[config.mk]
export PLATFORM = sky130hd
export DESIGN_NAME = ks_sum_stage_flat
export DESIGN_NICKNAME = d
export VERILOG_FILES = /design/src/rtl/ks_pkg.sv /design/src/rtl/ks_sum_stage_if.sv /design/src/rtl/ks_carry_fold.sv /design/src/rtl/ks_sum_stage.sv /design/src/flat_wrapper.sv
export SDC_FILE = /design/constraint.sdc
export NUM_CORES = 1
export LEC_CHECK = 0
export CAP_MARGIN = 30
export CORE_MARGIN = 10
export CORE_UTILIZATION = 44
export CTS_CLUSTER_DIAMETER = 100
export DETAILED_ROUTE_END_ITERATION = 12
export PLACE_DENSITY_LB_ADDON = 0.12
export SLEW_MARGIN = 20
export SYNTH_ARGS = -nofsm -noshare
export SYNTH_HDL_FRONTEND = slang
export SYNTH_HIERARCHICAL = 1
export SYNTH_SLANG_ARGS = --single-unit
[constraint.sdc]
create_clock -name clk -period 1.45 [get_ports clk]
set_input_delay 0.29 -clock clk [delete_from_list [all_inputs] [get_ports clk]]
set_output_delay 0.29 -clock clk [all_outputs]
set_load 0.02 [all_outputs]
[src/rtl/ks_pkg.sv]
// Shared types for the Kogge-Stone sum stage: default width, FSM encoding, result payload.
// Optional signed-overflow tracking is enabled with KS_OVF_DETECT_EN.
package ks_pkg;

  localparam int unsigned KS_W_DEFAULT = 8;

  typedef enum logic [1:0] {
    KS_EMPTY = 2'd0,
    KS_ONE   = 2'd1,
    KS_FULL  = 2'd2
  } ks_state_t;

  // Result payload at the default width; the stage re-declares it for its own W.
  typedef struct packed {
    logic [KS_W_DEFAULT-1:0] sum;
    logic                    cout;
    logic                    ovf;
  } ks_result_t;

endpackage

[src/rtl/ks_sum_stage_if.sv]
// Valid/ready bundle between the prefix tree, the sum stage and its consumer.
// master = producer/consumer side (testbench or upstream), slave = ks_sum_stage.
interface ks_sum_stage_if
  import ks_pkg::*;
#(
  parameter int unsigned W = KS_W_DEFAULT
);

  logic         in_valid;
  logic         in_ready;
  logic [W-1:0] p_bit;
  logic [W-1:0] g_grp;
  logic [W-1:0] p_grp;
  logic         cin;
  logic         out_valid;
  logic         out_ready;
  logic [W-1:0] sum;
  logic         cout;
  logic         ovf;

  modport master (
    output in_valid, p_bit, g_grp, p_grp, cin, out_ready,
    input  in_ready, out_valid, sum, cout, ovf
  );

  modport slave (
    input  in_valid, p_bit, g_grp, p_grp, cin, out_ready,
    output in_ready, out_valid, sum, cout, ovf
  );

endinterface

[src/rtl/ks_carry_fold.sv]
// Folds carry-in into the group generate/propagate terms and forms sum, carry-out and
// (with KS_OVF_DETECT_EN) signed overflow. Purely combinational.
module ks_carry_fold
  import ks_pkg::*;
#(
  parameter int unsigned W = KS_W_DEFAULT
) (
  input  logic [W-1:0] p_bit_i,
  input  logic [W-1:0] g_grp_i,
  input  logic [W-1:0] p_grp_i,
  input  logic         cin_i,
  output logic [W-1:0] sum_c_o,
`ifdef KS_OVF_DETECT_EN
  output logic         ovf_c_o,
`endif
  output logic         cout_c_o
);

  // carry_c[i] is the carry into bit i; carry_c[W] leaves the adder.
  logic [W:0] carry_c;

  assign carry_c  = {g_grp_i | (p_grp_i & {W{cin_i}}), cin_i};
  assign sum_c_o  = p_bit_i ^ carry_c[W-1:0];
  assign cout_c_o = carry_c[W];

`ifdef KS_OVF_DETECT_EN
  assign ovf_c_o  = carry_c[W] ^ carry_c[W-1];
`endif

endmodule

[src/rtl/ks_sum_stage.sv]
// Registered final stage of the Kogge-Stone adder with a 2-entry skid buffer.
// Define KS_OVF_DETECT_EN to store and report signed overflow; otherwise ovf is tied low.
module ks_sum_stage
  import ks_pkg::*;
#(
  parameter int unsigned W = KS_W_DEFAULT
) (
  input  logic           clk,
  input  logic           rst,
  ks_sum_stage_if.slave  bus
);

  localparam logic [1:0] ST_EMPTY = 2'(KS_EMPTY);
  localparam logic [1:0] ST_ONE   = 2'(KS_ONE);
  localparam logic [1:0] ST_FULL  = 2'(KS_FULL);

  typedef struct packed {
    logic [W-1:0] sum;
    logic         cout;
`ifdef KS_OVF_DETECT_EN
    logic         ovf;
`endif
  } res_t;

  logic [1:0] state_q, state_d;
  logic       in_ready_q, in_ready_d;
  logic       out_valid_q, out_valid_d;
  res_t       main_q, main_d;
  res_t       skid_q, skid_d;
  res_t       fold_c;
  logic       in_fire_c;
  logic       out_fire_c;

  ks_carry_fold #(
    .W (W)
  ) u_fold (
    .p_bit_i  (bus.p_bit),
    .g_grp_i  (bus.g_grp),
    .p_grp_i  (bus.p_grp),
    .cin_i    (bus.cin),
    .sum_c_o  (fold_c.sum),
`ifdef KS_OVF_DETECT_EN
    .ovf_c_o  (fold_c.ovf),
`endif
    .cout_c_o (fold_c.cout)
  );

  assign in_fire_c  = bus.in_valid & in_ready_q;
  assign out_fire_c = out_valid_q & bus.out_ready;

  // Next state, buffer movement and registered handshake flags.
  always_comb begin
    state_d = state_q;
    main_d  = main_q;
    skid_d  = skid_q;

    case (state_q)
      ST_EMPTY: begin
        if (in_fire_c) begin
          state_d = ST_ONE;
          main_d  = fold_c;
        end
      end
      ST_ONE: begin
        if (in_fire_c && out_fire_c) begin
          main_d = fold_c;
        end else if (in_fire_c) begin
          state_d = ST_FULL;
          skid_d  = fold_c;
        end else if (out_fire_c) begin
          state_d = ST_EMPTY;
        end
      end
      ST_FULL: begin
        // in_ready is low here, so only the drain side can move.
        if (out_fire_c) begin
          state_d = ST_ONE;
          main_d  = skid_q;
        end
      end
      default: begin
        state_d = ST_EMPTY;
      end
    endcase

    in_ready_d  = (state_d != ST_FULL);
    out_valid_d = (state_d != ST_EMPTY);
  end

  always_ff @(posedge clk) begin
    if (rst) begin
      state_q     <= ST_EMPTY;
      in_ready_q  <= 1'b0;
      out_valid_q <= 1'b0;
      main_q      <= '0;
      skid_q      <= '0;
    end else begin
      state_q     <= state_d;
      in_ready_q  <= in_ready_d;
      out_valid_q <= out_valid_d;
      main_q      <= main_d;
      skid_q      <= skid_d;
    end
  end

  assign bus.in_ready  = in_ready_q;
  assign bus.out_valid = out_valid_q;
  assign bus.sum       = main_q.sum;
  assign bus.cout      = main_q.cout;
`ifdef KS_OVF_DETECT_EN
  assign bus.ovf       = main_q.ovf;
`else
  assign bus.ovf       = 1'b0;
`endif

endmodule

[src/flat_wrapper.sv]
// flat-port wrapper written by rule: the top's interface ports become plain ports
module ks_sum_stage_flat import ks_pkg::*;
#(
  parameter int unsigned W = KS_W_DEFAULT
)
  (clk, rst, bus_in_valid, bus_p_bit, bus_g_grp, bus_p_grp, bus_cin, bus_out_ready, bus_in_ready, bus_out_valid, bus_sum, bus_cout, bus_ovf);
  ks_sum_stage_if #(.W(W)) bus_i ();
  input  logic clk;
  input  logic rst;
  input wire logic [$bits(bus_i.in_valid)-1:0] bus_in_valid;
  input wire logic [$bits(bus_i.p_bit)-1:0] bus_p_bit;
  input wire logic [$bits(bus_i.g_grp)-1:0] bus_g_grp;
  input wire logic [$bits(bus_i.p_grp)-1:0] bus_p_grp;
  input wire logic [$bits(bus_i.cin)-1:0] bus_cin;
  input wire logic [$bits(bus_i.out_ready)-1:0] bus_out_ready;
  output wire logic [$bits(bus_i.in_ready)-1:0] bus_in_ready;
  output wire logic [$bits(bus_i.out_valid)-1:0] bus_out_valid;
  output wire logic [$bits(bus_i.sum)-1:0] bus_sum;
  output wire logic [$bits(bus_i.cout)-1:0] bus_cout;
  output wire logic [$bits(bus_i.ovf)-1:0] bus_ovf;
  assign bus_i.in_valid = bus_in_valid;
  assign bus_i.p_bit = bus_p_bit;
  assign bus_i.g_grp = bus_g_grp;
  assign bus_i.p_grp = bus_p_grp;
  assign bus_i.cin = bus_cin;
  assign bus_i.out_ready = bus_out_ready;
  assign bus_in_ready = bus_i.in_ready;
  assign bus_out_valid = bus_i.out_valid;
  assign bus_sum = bus_i.sum;
  assign bus_cout = bus_i.cout;
  assign bus_ovf = bus_i.ovf;
  ks_sum_stage #(.W(W)) u_core (.clk(clk), .rst(rst), .bus(bus_i));
endmodule
==> results of run 1 <==
## power by group through the flow
stage | registers, mW | clock network (mW) | logic, mW
floorplan | 0.712 | 0 | 0.211
global route | 0.673 | 0.514 | 0.468
CTS | 0.668 | 0.487 | 0.439
detailed placement | 0.683 | 0 | 0.457
global placement | 0.681 | 0 | 0.449
finish | 0.668 | 0.475 | 0.438
## per-stage QoR
stage	TNS, ns	hold WS, ns	total power [mW]
final	0	0.494	1.58
after floorplan	0	0.366	0.923
after global placement	-1.89	0.465	1.13
after CTS	0	0.493	1.59
after detailed placement	-2.40	0.472	1.14
after global routing	0	0.522	1.66
## cell families (layout without fill, tap and decap cells)
logic type,after synthesis,in the layout,share of synthesized area [%]
buffers and inverters,13,60,8.71
XOR/XNOR,8,8,5.88
multiplexers,9,9,7.56
AND/OR/NAND/NOR,19,19,10.1
AO/OA/AOI/OAI,52,52,30.5
flip-flops,22,22,36.9
other,1,1,0.314
## Yosys cell counts (2+ instances only)
cell / number
clkbuf_1: 2
and3b_1: 2
a21oi_2: 8
buf_4: 2
nand2_1: 2
a211oi_1: 17
xnor2_1: 7
buf_2: 2
buf_6: 6
o21ai_1: 10
a21oi_1: 10
nand3_1: 9
mux2i_1: 9
a21o_1: 2
dfxtp_1: 22
## state kept, by name (all words and copies together) (netlist names)
| signal | flops |
|---|---|
| u_core/bus.in_ready | 1 |
| u_core/bus.sum | 8 |
| u_core/bus.cout | 1 |
| u_core/bus.out_valid | 1 |
| u_core/state_q | 2 |
| u_core/skid_q | 9 |
## per-layer routing
layer / global-route usage, % / up-vias / wire length [um]
li1: - / 557 / -
met1: 14.5 / 554 / 1480
met2: 19.0 / 35 / 1490
met3: 3.81 / 2 / 212
met4: 3.44 / 0 / 12
met5: 0 / - / 0
## path summary, 6_finish.rpt
check	startpoint	to	slack (ns)	cells after the start
setup / recovery	u_core/bus.out_valid	bus_out_valid	0.08	1
setup reg to reg	u_core/state_q[1]	u_core/bus.sum[5]	0.14	4
hold reg to reg	u_core/skid_q[0]	u_core/skid_q[0]	0.49	2
hold / removal	u_core/skid_q[0]	u_core/skid_q[0]	0.49	2
## worst min-delay path: stages, from the launching register on
cell and delay (ns):
dfxtp_1 0.33, o21ai_1 0.06, a21oi_1 0.06
## area by class of cell
class	count	area [sq um]	share of cell area, %
Multi-Input combinational cell	89	648	37.8
Inverter	1	3.75	0.219
Clock inverter	1	30.0	1.75
Tap cell	30	37.5	2.19
Sequential cell	22	440	25.7
Clock buffer	3	22.5	1.31
Timing Repair Buffer	55	534	31.1
## timing repair
action	in CTS	in global routing
hold endpoints to repair	0	0
setup buffers	0	0
endpoints found under the setup margin	11	0
gates resized for setup	11	0
## placed cells by master, fill, tap and decap left out, types with 3 or more instances in the layout
cell,instances
dfxtp_1,22
mux2i_1,9
dlygate4sd2_1,11
buf_12,3
a21oi_2,8
a21oi_1,10
clkdlybuf4s50_1,28
o21ai_1,10
clkbuf_4,3
xnor2_1,7
a211oi_1,17
buf_4,13
nand3_1,9
==> flow_summary.yaml, run 1 <==
power_and_ir_drop:
  clkPwrFrac_pct: 30.0
  cellPowerDensity_nw_per_um2: 921
  sequentialPowerShare_pct: 42.3
  combPwrFrac_pct: 27.7
  p_int_mw: 1.15
  p_sw_mw: 0.430
  netSwitchingFraction_pct: 27.2
  vdd_ir_drop_max_v: 0.000804
  power_leakage_nw: 0.711
global_route:
  grt_pass1_wl_um: 5170
  antenna_found_initial: 0
  grt_pass1_vias: 1114
  grt_usage_pct: 11.8
  grt.overflow.total: 0
  grt_max_degree: 14
cells_and_area:
  drive_gt1_share_pct: 18.7
  fin_area_sq_um: 1720
  syn2layout_area_growth_pct: 44.0
  n_fill_cell: 234
  utilization_pct: 68.1
  fin_cells: 201
  fin_nets: 201
  diodes: 0
flow_run:
  drv_cap: 0
timing:
  slew_violations: 0
  skew_ns: 0.00323
  rsz0062_at_grt: "false"
  finalSetupViolCount: 0
  setup_slack_ns: 0.0768
  post-route-min-period_ns: 1.37
  finalCritPeriodShare_pct: 94.7
  finalHoldViolations: 0
  clock.fmax_mhz: 728
yosys:
  synthArstFlopShare_pct: 0
  yosysTopAreaCell: "dfxtp_1"
  postSynthCellCount: 124
  yosysSeqAreaShare_pct: 36.9
  ys_types: 29
  syn_area_sq_um: 1190
  yosysWarnings: 6
  ys_seq_elements: 22
  synth.avg_cell_area_sq_um: 9.62
  yosys.area.top_type_share_pct: 36.9
  synth_edf_count: 0
  synthFlopType: "dfxtp_1"
  synth_fp_nets: 153
  synth_area_leaders: "dfxtp_1 37%, a211oi_1 11%, mux2i_1 7.6%, a21oi_2 5.9%, buf_6 5.7%"
cts:
  cts.sinks: 22
  numCtsBuffers: 3
  clk_latency_ns: 0.31
  htreeDepth: 1
  cts_root_buf: "clkbuf_4"
  postCtsHoldBufs: 0
  cts.clk_slew.worst_paths_ns: 0.13
  clock_path_buffers: 2
  cts_tree: "done"
routing:
  drt_iter0_drc: 107
  viasPerCell: 5.71
  drtAntennaViolNets: 0
  drtPass1Iterations: 4
  drc: 0
  wirelength_um: 3190
  wire_per_inst_um: 15.9
  vias: 1148
floorplan:
  ios: 41
  die_w_um: 72.1
  die-area_sq_um: 5190
  coreArea_sq_um: 2520
  die_h_um: 72.1
  start_util_pct: 47.3
  rows: 18
place:
  place_congestion: 0.779
  portBuffers: 39
  hpwl_um: 2540
  place_ws_ns: -0.205
  placed_area_sq_um: 1680
  dp_cells: 197
worst_setup_path:
  required_ns: 1.16
  worstPathCellList: "dlygate4sd2_1"
  crit_fanout: 5
  crit_path_top_delay_cell: "dfxtp_1"
  cp-end-kind: "primary output"
  path_buf_inv: 1
  crit_family: "flip-flops"
  critPathArrivalTime_ns: 1.08
  worstSetupStartpointType: "flop"
  cpPeakStageDelay_ns: 0.42
  critical_path_class: "reg2out"
run_status:
  status: "finished clean"
worst_hold_path:
  hp-class: "reg2reg"
No activity file was read; power rests on OpenSTA's default activity.
==> inputs of run 2 (changes only) <==
--- a/config.mk
+++ b/config.mk
@@ -7,10 +7,12 @@
 export LEC_CHECK = 0
 export CAP_MARGIN = 30
 export CORE_MARGIN = 10
-export CORE_UTILIZATION = 44
+export CORE_UTILIZATION = 46
+export CTS_BUF_LIST = sky130_fd_sc_hd__clkbuf_2
 export CTS_CLUSTER_DIAMETER = 100
 export DETAILED_ROUTE_END_ITERATION = 12
 export PLACE_DENSITY_LB_ADDON = 0.12
+export SKIP_LAST_GASP = 1
 export SLEW_MARGIN = 20
 export SYNTH_ARGS = -nofsm -noshare
 export SYNTH_HDL_FRONTEND = slang
==> flow_summary.yaml, run 2 (synthesis gave the netlist of run 1 again) <==
worst_setup_path:
  cp-end-kind: "primary output"
  crit_path_end: "bus_in_ready"
  crit_fanout: 5
  ff2ff_path_depth: 4
  required_ns: 1.16
  path_buf_inv: 1
  regToRegSetupSlack_ns: 0.16
  crit_start: "u_core/bus.in_ready"
  r2r_start: "u_core/state_q[0]"
  critical_path_class: "reg2out"
  crit_cells: 1
  crit_family: "flip-flops"
  critPathArrivalTime_ns: 1.09
  r2r_end: "u_core/bus.sum[1]"
  cpPeakStageDelay_ns: 0.44
  crit_path_top_delay_cell: "dfxtp_1"
  worstPathCellList: "clkdlybuf4s15_1"
  worstSetupStartpointType: "flop"
global_route:
  grt_usage_pct: 12.3
  grtUsageMet1_pct: 15.4
  antenna_found_initial: 0
  met2_usage_pct: 18.8
  grt.busiest_layer: "met2"
  grt_max_degree: 20
  globalRouteMet3Util_pct: 4.60
  grt.overflow.total: 0
  grt_pass1_wl_um: 5290
  grt_pass1_vias: 1103
cells_and_area:
  regMostFlops: "u_core/skid_q"
  mostFrequentLayoutCells: "28 x clkdlybuf4s50_1, 19 x dfxtp_1, 17 x a211oi_1"
  fin_cells: 197
  largest_reg_flops: 9
  syn2layout_area_growth_pct: 39.3
  drive_gt1_share_pct: 18.6
  n_fill_cell: 241
  final_common_cell: "clkdlybuf4s50_1"
  diodes: 0
  fin_nets: 198
  fin_area_sq_um: 1660
timing:
  finalSetupViolCount: 0
  post-route-min-period_ns: 1.38
  skew_ns: 0.0145
  slew_violations: 0
  finalHoldViolations: 0
  clock.fmax_mhz: 722
  finalCritPeriodShare_pct: 95.5
  rsz0062_at_grt: "true"
power_and_ir_drop:
  power_leakage_nw: 0.685
  clkPwrFrac_pct: 18.3
  p_sw_mw: 0.417
  cellPowerDensity_nw_per_um2: 805
  sequentialPowerShare_pct: 50.1
  vdd_ir_drop_max_v: 0.000579
  combPwrFrac_pct: 31.6
  p_int_mw: 0.921
  netSwitchingFraction_pct: 31.1
cts:
  cts_tree: "done"
  cts.sinks: 22
  postCtsHoldBufs: 0
  cts.clk_slew.worst_paths_ns: 0.22
  numCtsBuffers: 3
  postCtsSetupRepairBufs: 0
  cts_root_buf: "clkbuf_2"
  htreeDepth: 1
  clock_path_buffers: 2
  clk_latency_ns: 0.33
place:
  place_congestion: 0.774
  placed_area_sq_um: 1660
  hpwl_um: 2380
  dp_cells: 194
  portBuffers: 39
routing:
  drt_iter0_drc: 87
  viasPerCell: 5.36
  vias: 1056
  drc: 0
  drtPass1Iterations: 4
  wire_per_inst_um: 15.6
  wirelength_um: 3070
  drtAntennaViolNets: 0
worst_hold_path:
  hp-class: "reg2reg"
floorplan:
  start_util_pct: 48.1
  ios: 41
  die_h_um: 70.9
  die_w_um: 70.9
  die-area_sq_um: 5030
  coreArea_sq_um: 2480
  rows: 18
flow_run:
  drv_cap: 0
run_status:
  status: "finished clean"
[run 2: area by class of cell]
| type | count | area (sq um) | share of cell area (%) |
|---|---|---|---|
| clock buffers | 3 | 15.0 | 0.904 |
| inverters | 1 | 3.75 | 0.226 |
| multi-input cells | 89 | 648 | 39.0 |
| flip-flops and latches | 22 | 444 | 26.7 |
| well taps | 30 | 37.5 | 2.26 |
| repair buffers | 52 | 513 | 30.9 |
[run 2: power groups by stage]
stage	sequential, mW	clock [mW]	combinational (mW)
3_5_place_dp	0.682	0	0.442
4_1_cts	0.668	0.242	0.425
2_1_floorplan	0.712	0	0.211
3_3_place_gp	0.679	0	0.438
6_report	0.670	0.245	0.423
5_1_grt	0.677	0.259	0.460
[run 2: stage by stage]
step | worst slack (ns) | TNS [ns] | total power [mW] | hold WS, ns | utilization [%]
after floorplan | 0.210 | 0 | 0.923 | 0.366 | -
after CTS | 0.00850 | 0 | 1.34 | 0.493 | 66.9
after detailed placement | -0.228 | -2.17 | 1.12 | 0.471 | 66.8
after global routing | -0.0314 | -0.0314 | 1.40 | 0.511 | 67.1
after global placement | -0.173 | -1.45 | 1.12 | 0.463 | 66.8
final | 0.0652 | 0 | 1.34 | 0.492 | 67.1
[run 2: how the worst min path moves through the flow]
stage               slack, ns        startpoint                end  depth (start not counted)
floorplan                0.37               rst  u_core/state_q[0]                          1
global placement         0.46  u_core/skid_q[2]   u_core/skid_q[2]                          2
detailed placement       0.47  u_core/skid_q[4]   u_core/skid_q[4]                          2
CTS                      0.49  u_core/skid_q[4]   u_core/skid_q[4]                          2
global route             0.51  u_core/skid_q[5]   u_core/skid_q[5]                          2
finish                   0.49  u_core/skid_q[5]   u_core/skid_q[5]                          2
[run 2: repair_timing]
action	in CTS	in global routing
gates resized for setup	11	4
endpoints found under the setup margin	11	6
pin swaps	0	0
[run 2: routing by layer]
metal,up-vias,wire (um)
li1,548,-
met1,477,1450
met2,27,1380
met3,4,206
met4,0,35
met5,-,0
==> patch 1: new RTL, settings of run 1 <==
Set the package constant `KS_W_DEFAULT` to 6 (it was 8).
--- a/src/rtl/ks_pkg.sv
+++ b/src/rtl/ks_pkg.sv
@@ -2,7 +2,7 @@
 // Optional signed-overflow tracking is enabled with KS_OVF_DETECT_EN.
 package ks_pkg;
 
-  localparam int unsigned KS_W_DEFAULT = 8;
+  localparam int unsigned KS_W_DEFAULT = 6;
 
   typedef enum logic [1:0] {
     KS_EMPTY = 2'd0,
Interface: changed (resized bus_g_grp, bus_p_bit, bus_p_grp and bus_sum); port bits go from 41 to 33. No check against the original RTL was run, so the function may have changed too.
==> patch 1 against run 1 <==
  * Routed wire length fell by 20%
  * First-iteration DRC count fell by 80%
  * Maximum frequency is 3.5% higher
  * Power down 28%
  * Global-route usage is 0.28 points lower
  * Design area shrank 20%
  * Area after synthesis down 16%
  * Die area down 11%
  * Sequential cell count shrank 4
  * Setup slack gained 0.047 ns
  * Hold slack got worse by 0.017 ns
  * Critical path type is now input pin to flop
  * Critical endpoint is now u_core/bus.sum[2]$_SDFFE_PP0P_
==> patch 1: results (changes against run 1) <==
Status
Outcome: finished clean (unchanged).

Global routing
The wire length of the first global-routing pass is 4.11 mm (was 5.17 mm). The routing usage on met1 came to 13.7% (was 14.5%). The maximum number of pins on one net before global-route repair is 16 (was 14). The global routing met3 resource utilization was 5.06% (was 3.81%).

Hold path
The sink of the worst hold path is u_core/skid_q[2]$_SDFFE_PP0P_ (was u_core/skid_q[0]$_SDFFE_PP0P_). The hold path startpoint is u_core/skid_q[2]$_SDFFE_PP0P_ (was u_core/skid_q[0]$_SDFFE_PP0P_).

Synthesis
The proportion of synthesized area in mux cells is 6.97% (was 7.56%). The mean post-synth cell area was 9.96 sq um (was 9.62 sq um). The post-synthesis share of cell area spent on xor and xnor gates is 5.22% (was 5.88%). The number of nets in the synthesized netlist is 124 (was 153).

Clock tree
The clock latency reported for the late side of the worst-skew pair was 0.28 ns (was 0.31 ns). The post-cts resize count is 9 (was 11).

Route
The number of DRC violations after detailed-routing iteration 0 was 21 (was 107). The via density per instance came to 5.30 (was 5.71).

Final layout
The fraction of final layout cells sized beyond drive strength 1 is 20.4% (was 18.7%). The layout filler cell count is 213 (was 234). The net count reported at finish was 162 (was 201).

The post-layout instance count excluding filler cells is 165 (was 201).

Timing
The final setup skew is 0.00172 ns (was 0.00323 ns). The final period demand of the worst path is 1.33 ns (was 1.37 ns).

Worst setup path
The register-to-register path setup slack is 0.16 ns (was 0.14 ns). The end of the worst register-to-register path is u_core/bus.sum[4]$_SDFFE_PP0P_ (was u_core/bus.sum[5]$_SDFFE_PP0P_). The maximum cell stage delay along the critical path is 0.57 ns (was 0.42 ns). The library cell contributing the largest single delay on the critical path is sky130_fd_sc_hd__clkdlybuf4s50_1 (was sky130_fd_sc_hd__dfxtp_1).

Place
The last weighted congestion value of the routability-driven placer is 0.768 (was 0.779). The instance area after placement is 1360 sq um (was 1680 sq um). The count of buffers from port buffering is 31 (was 39).

Power and ir drop
The switching component of the power was 0.333 mW (was 0.430 mW).
## patch 1: cell count changes after synthesis, moves of 4 or more
cell	change
sky130_fd_sc_hd__o21ai_1	-10
sky130_fd_sc_hd__o21ai_0	+8
sky130_fd_sc_hd__a211oi_1	-6
sky130_fd_sc_hd__dfxtp_1	-4
## patch 1: power groups by stage
stage          Sequential, mW  Clock, mW  Combinational [mW]
4_1_cts                 0.546      0.251               0.351
3_5_place_dp            0.559          0               0.365
2_1_floorplan           0.586          0               0.180
3_3_place_gp            0.558          0               0.360
5_1_grt                 0.550      0.276               0.381
6_report                0.546      0.241               0.352
## patch 1: layout make-up
class | instances | area share [%]
inverter | 1 | 0.272
timing repair buffer | 42 | 28.5
clock buffer | 3 | 1.63
multi-input combinational | 73 | 40.9
sequential | 18 | 26.1
tap | 28 | 2.54
## patch 1: per-layer routing
metal	up-vias	routed length (um)
met1	397	1120
met2	27	1170
met5	-	0
met4	0	14
met3	2	254
li1	448	-
==> patch 2: new RTL, flow settings as in run 1 <==
Made on the original files. Make the reset (`rst`) asynchronous in one clocked block.
--- a/src/rtl/ks_sum_stage.sv
+++ b/src/rtl/ks_sum_stage.sv
@@ -87,7 +87,7 @@
     out_valid_d = (state_d != ST_EMPTY);
   end
 
-  always_ff @(posedge clk) begin
+  always_ff @(posedge clk or posedge rst) begin
     if (rst) begin
       state_q     <= ST_EMPTY;
       in_ready_q  <= 1'b0;
Formal check against the unedited RTL: differs if rst is asserted again (counterexample within 4 cycles, from zero or initial values and one cycle with rst high); with rst held inactive, the same outputs for 10 cycles.
==> patch 2 against run 1 <==
  * Design area rose by 4.2%
  * Setup slack got worse by 0.065 ns
  * Non-clock buffer count fell by 3
  * Area after synthesis rose by 0.63%
  * Sequential share of layout area rose by 5.3 points
  * Sequential cell count did not move
  * Critical path depth rose by 3
  * Routed wire length fell by 15%
Power is not compared: it rests on default switching activity, and its combinational part moved more than twofold at a synthesized area within 25%.
==> patch 2: results (changes against run 1) <==
Synthesis
The number of nets in the synthesized netlist is 115 (was 153). Post-synth top cells: sky130_fd_sc_hd__dfrtp_1 (22), sky130_fd_sc_hd__mux2_2 (19), sky130_fd_sc_hd__mux2_4 (8), sky130_fd_sc_hd__a21oi_2 (7), sky130_fd_sc_hd__xnor2_1 (7) (was sky130_fd_sc_hd__dfxtp_1 (22), sky130_fd_sc_hd__a211oi_1 (17), sky130_fd_sc_hd__a21oi_1 (10), sky130_fd_sc_hd__o21ai_1 (10)). The fraction of synthesis flops using an asynchronous set or reset pin came to 100% (was 0%). The cell count after synthesis is 86 (was 124).

The share of the synthesized area in compound gates (AO/OA/AOI/OAI) was 12.5% (was 30.5%). Leading post-synthesis cells by cell area: sky130_fd_sc_hd__dfrtp_1 (46%), sky130_fd_sc_hd__mux2_2 (18%), sky130_fd_sc_hd__mux2_4 (10%) (was sky130_fd_sc_hd__dfxtp_1 (37%), sky130_fd_sc_hd__a211oi_1 (11%), sky130_fd_sc_hd__mux2i_1 (7.6%)). The register area share after synthesis is 45.9% (was 36.9%). The post-synthesis share of cell area spent on xor and xnor gates came to 5.84% (was 5.88%).

Worst setup path
The maximum fanout encountered on the critical timing path was 7 (was 5). The library cell contributing the largest single delay on the critical path is sky130_fd_sc_hd__dfrtp_1 (was sky130_fd_sc_hd__dfxtp_1). The family with the most delay on the worst path is multiplexers (was flip-flops). The worst endpoint data arrival time came to 1.65 ns (was 1.08 ns).

Clock tree
The clock transition at the registers of the reported paths is 0.13 ns (about the same).

Hold path
The worst hold path class is input pin to asynchronous set/reset pin (was flop to flop).

Global routing
The routing usage on met1 is 10.1% (was 14.5%). The global routing met3 resource utilization is 4.63% (was 3.81%). The met2 global-route usage is 19.2% (was 19.0%). The maximum number of pins on one net before global-route repair came to 23 (was 14). The via count of the first global-routing pass is 989 (was 1,114).

The wire length of the first global-routing pass is 4.46 mm (was 5.17 mm). The overall track demand over capacity in global routing came to 10.7% (was 11.8%).

Route
The total iterations of the first detailed-routing run is 2 (was 4). The met3 routed wirelength is 215 um (was 212 um). The number of DRC violations after detailed-routing iteration 0 was 18 (was 107).

The detailed-route wire length on metal 1 came to 1.03 mm (was 1.48 mm). The number of vias in the routed layout is 877 (was 1,148). The via density per instance came to 5.19 (was 5.71).

The sum of met2 wire segment lengths after detailed routing was 1.46 mm (was 1.49 mm).

Place
The detailed placement HPWL came to 2.20 mm (was 2.54 mm). The instance area after placement came to 1720 sq um (was 1680 sq um). The number of placed instances with taps included is 164 (was 197).

The worst slack at placement came to -0.374 ns (was -0.205 ns).

Status
Outcome: finished clean (unchanged).

Timing
The final setup skew is 0.00681 ns (was 0.00323 ns).

Final layout
The layout filler cell count is 193 (was 234). The net count reported at finish was 169 (was 201).
==> patch 2: cell count changes after synthesis, sizes merged, moves of 2 or more <==
cell | run 1 | this run
mux2 | 0 | 27
dfrtp | 0 | 22
dfxtp | 22 | 0
a211oi | 18 | 0
o21ai | 11 | 1
nand3 | 9 | 0
a21oi | 18 | 10
mux2i | 9 | 1
buf | 10 | 3
clkbuf | 2 | 0
nand2 | 2 | 4
==> patch 2: path summary, 6_finish.rpt <==
kind                       slack [ns]                     startpoint  cells after the start                              to
min                              0.29                            rst                      3   u_core/bus.sum[0]$_DFFE_PP0P_
min reg2reg                      0.52  u_core/bus.sum[7]$_DFFE_PP0P_                      1   u_core/bus.sum[7]$_DFFE_PP0P_
max                              0.01    u_core/state_q[0]$_DFF_PP0_                      4     u_core/bus.cout$_DFFE_PP0P_
min in group clk                 0.37                   bus_in_valid                      3  u_core/bus.out_valid$_DFF_PP0_
max in group asynchronous        0.91                            rst                      3  u_core/bus.out_valid$_DFF_PP0_
max reg2reg                      0.01    u_core/state_q[0]$_DFF_PP0_                      4     u_core/bus.cout$_DFFE_PP0P_
==> patch 2: what timing repair did <==
action | 4_1_cts | 5_1_grt
setup buffers | 1 | 0
hold buffers | 0 | 0
resized for setup | 15 | 8
pin swaps | 0 | 0
endpoints found under the setup margin | 20 | 12
==> patch 2: area by class of cell <==
class,instances,area [sq um],area share [%]
inverter,1,3.75,0.210
multi-input combinational,60,644,36.0
sequential,22,554,31.0
timing repair buffer,52,512,28.6
clock buffer,4,36.3,2.03
tap,30,37.5,2.10
==> patch 2: report_power, final <==
| group | switching (mW) | internal, mW | total, mW | leakage, nW |
|---|---|---|---|---|
| logic | 0.658 | 0.963 | 1.62 | 0.534 |
| registers | 0.184 | 0.923 | 1.11 | 0.255 |
| clock network | 0.200 | 0.154 | 0.354 | 0.0210 |
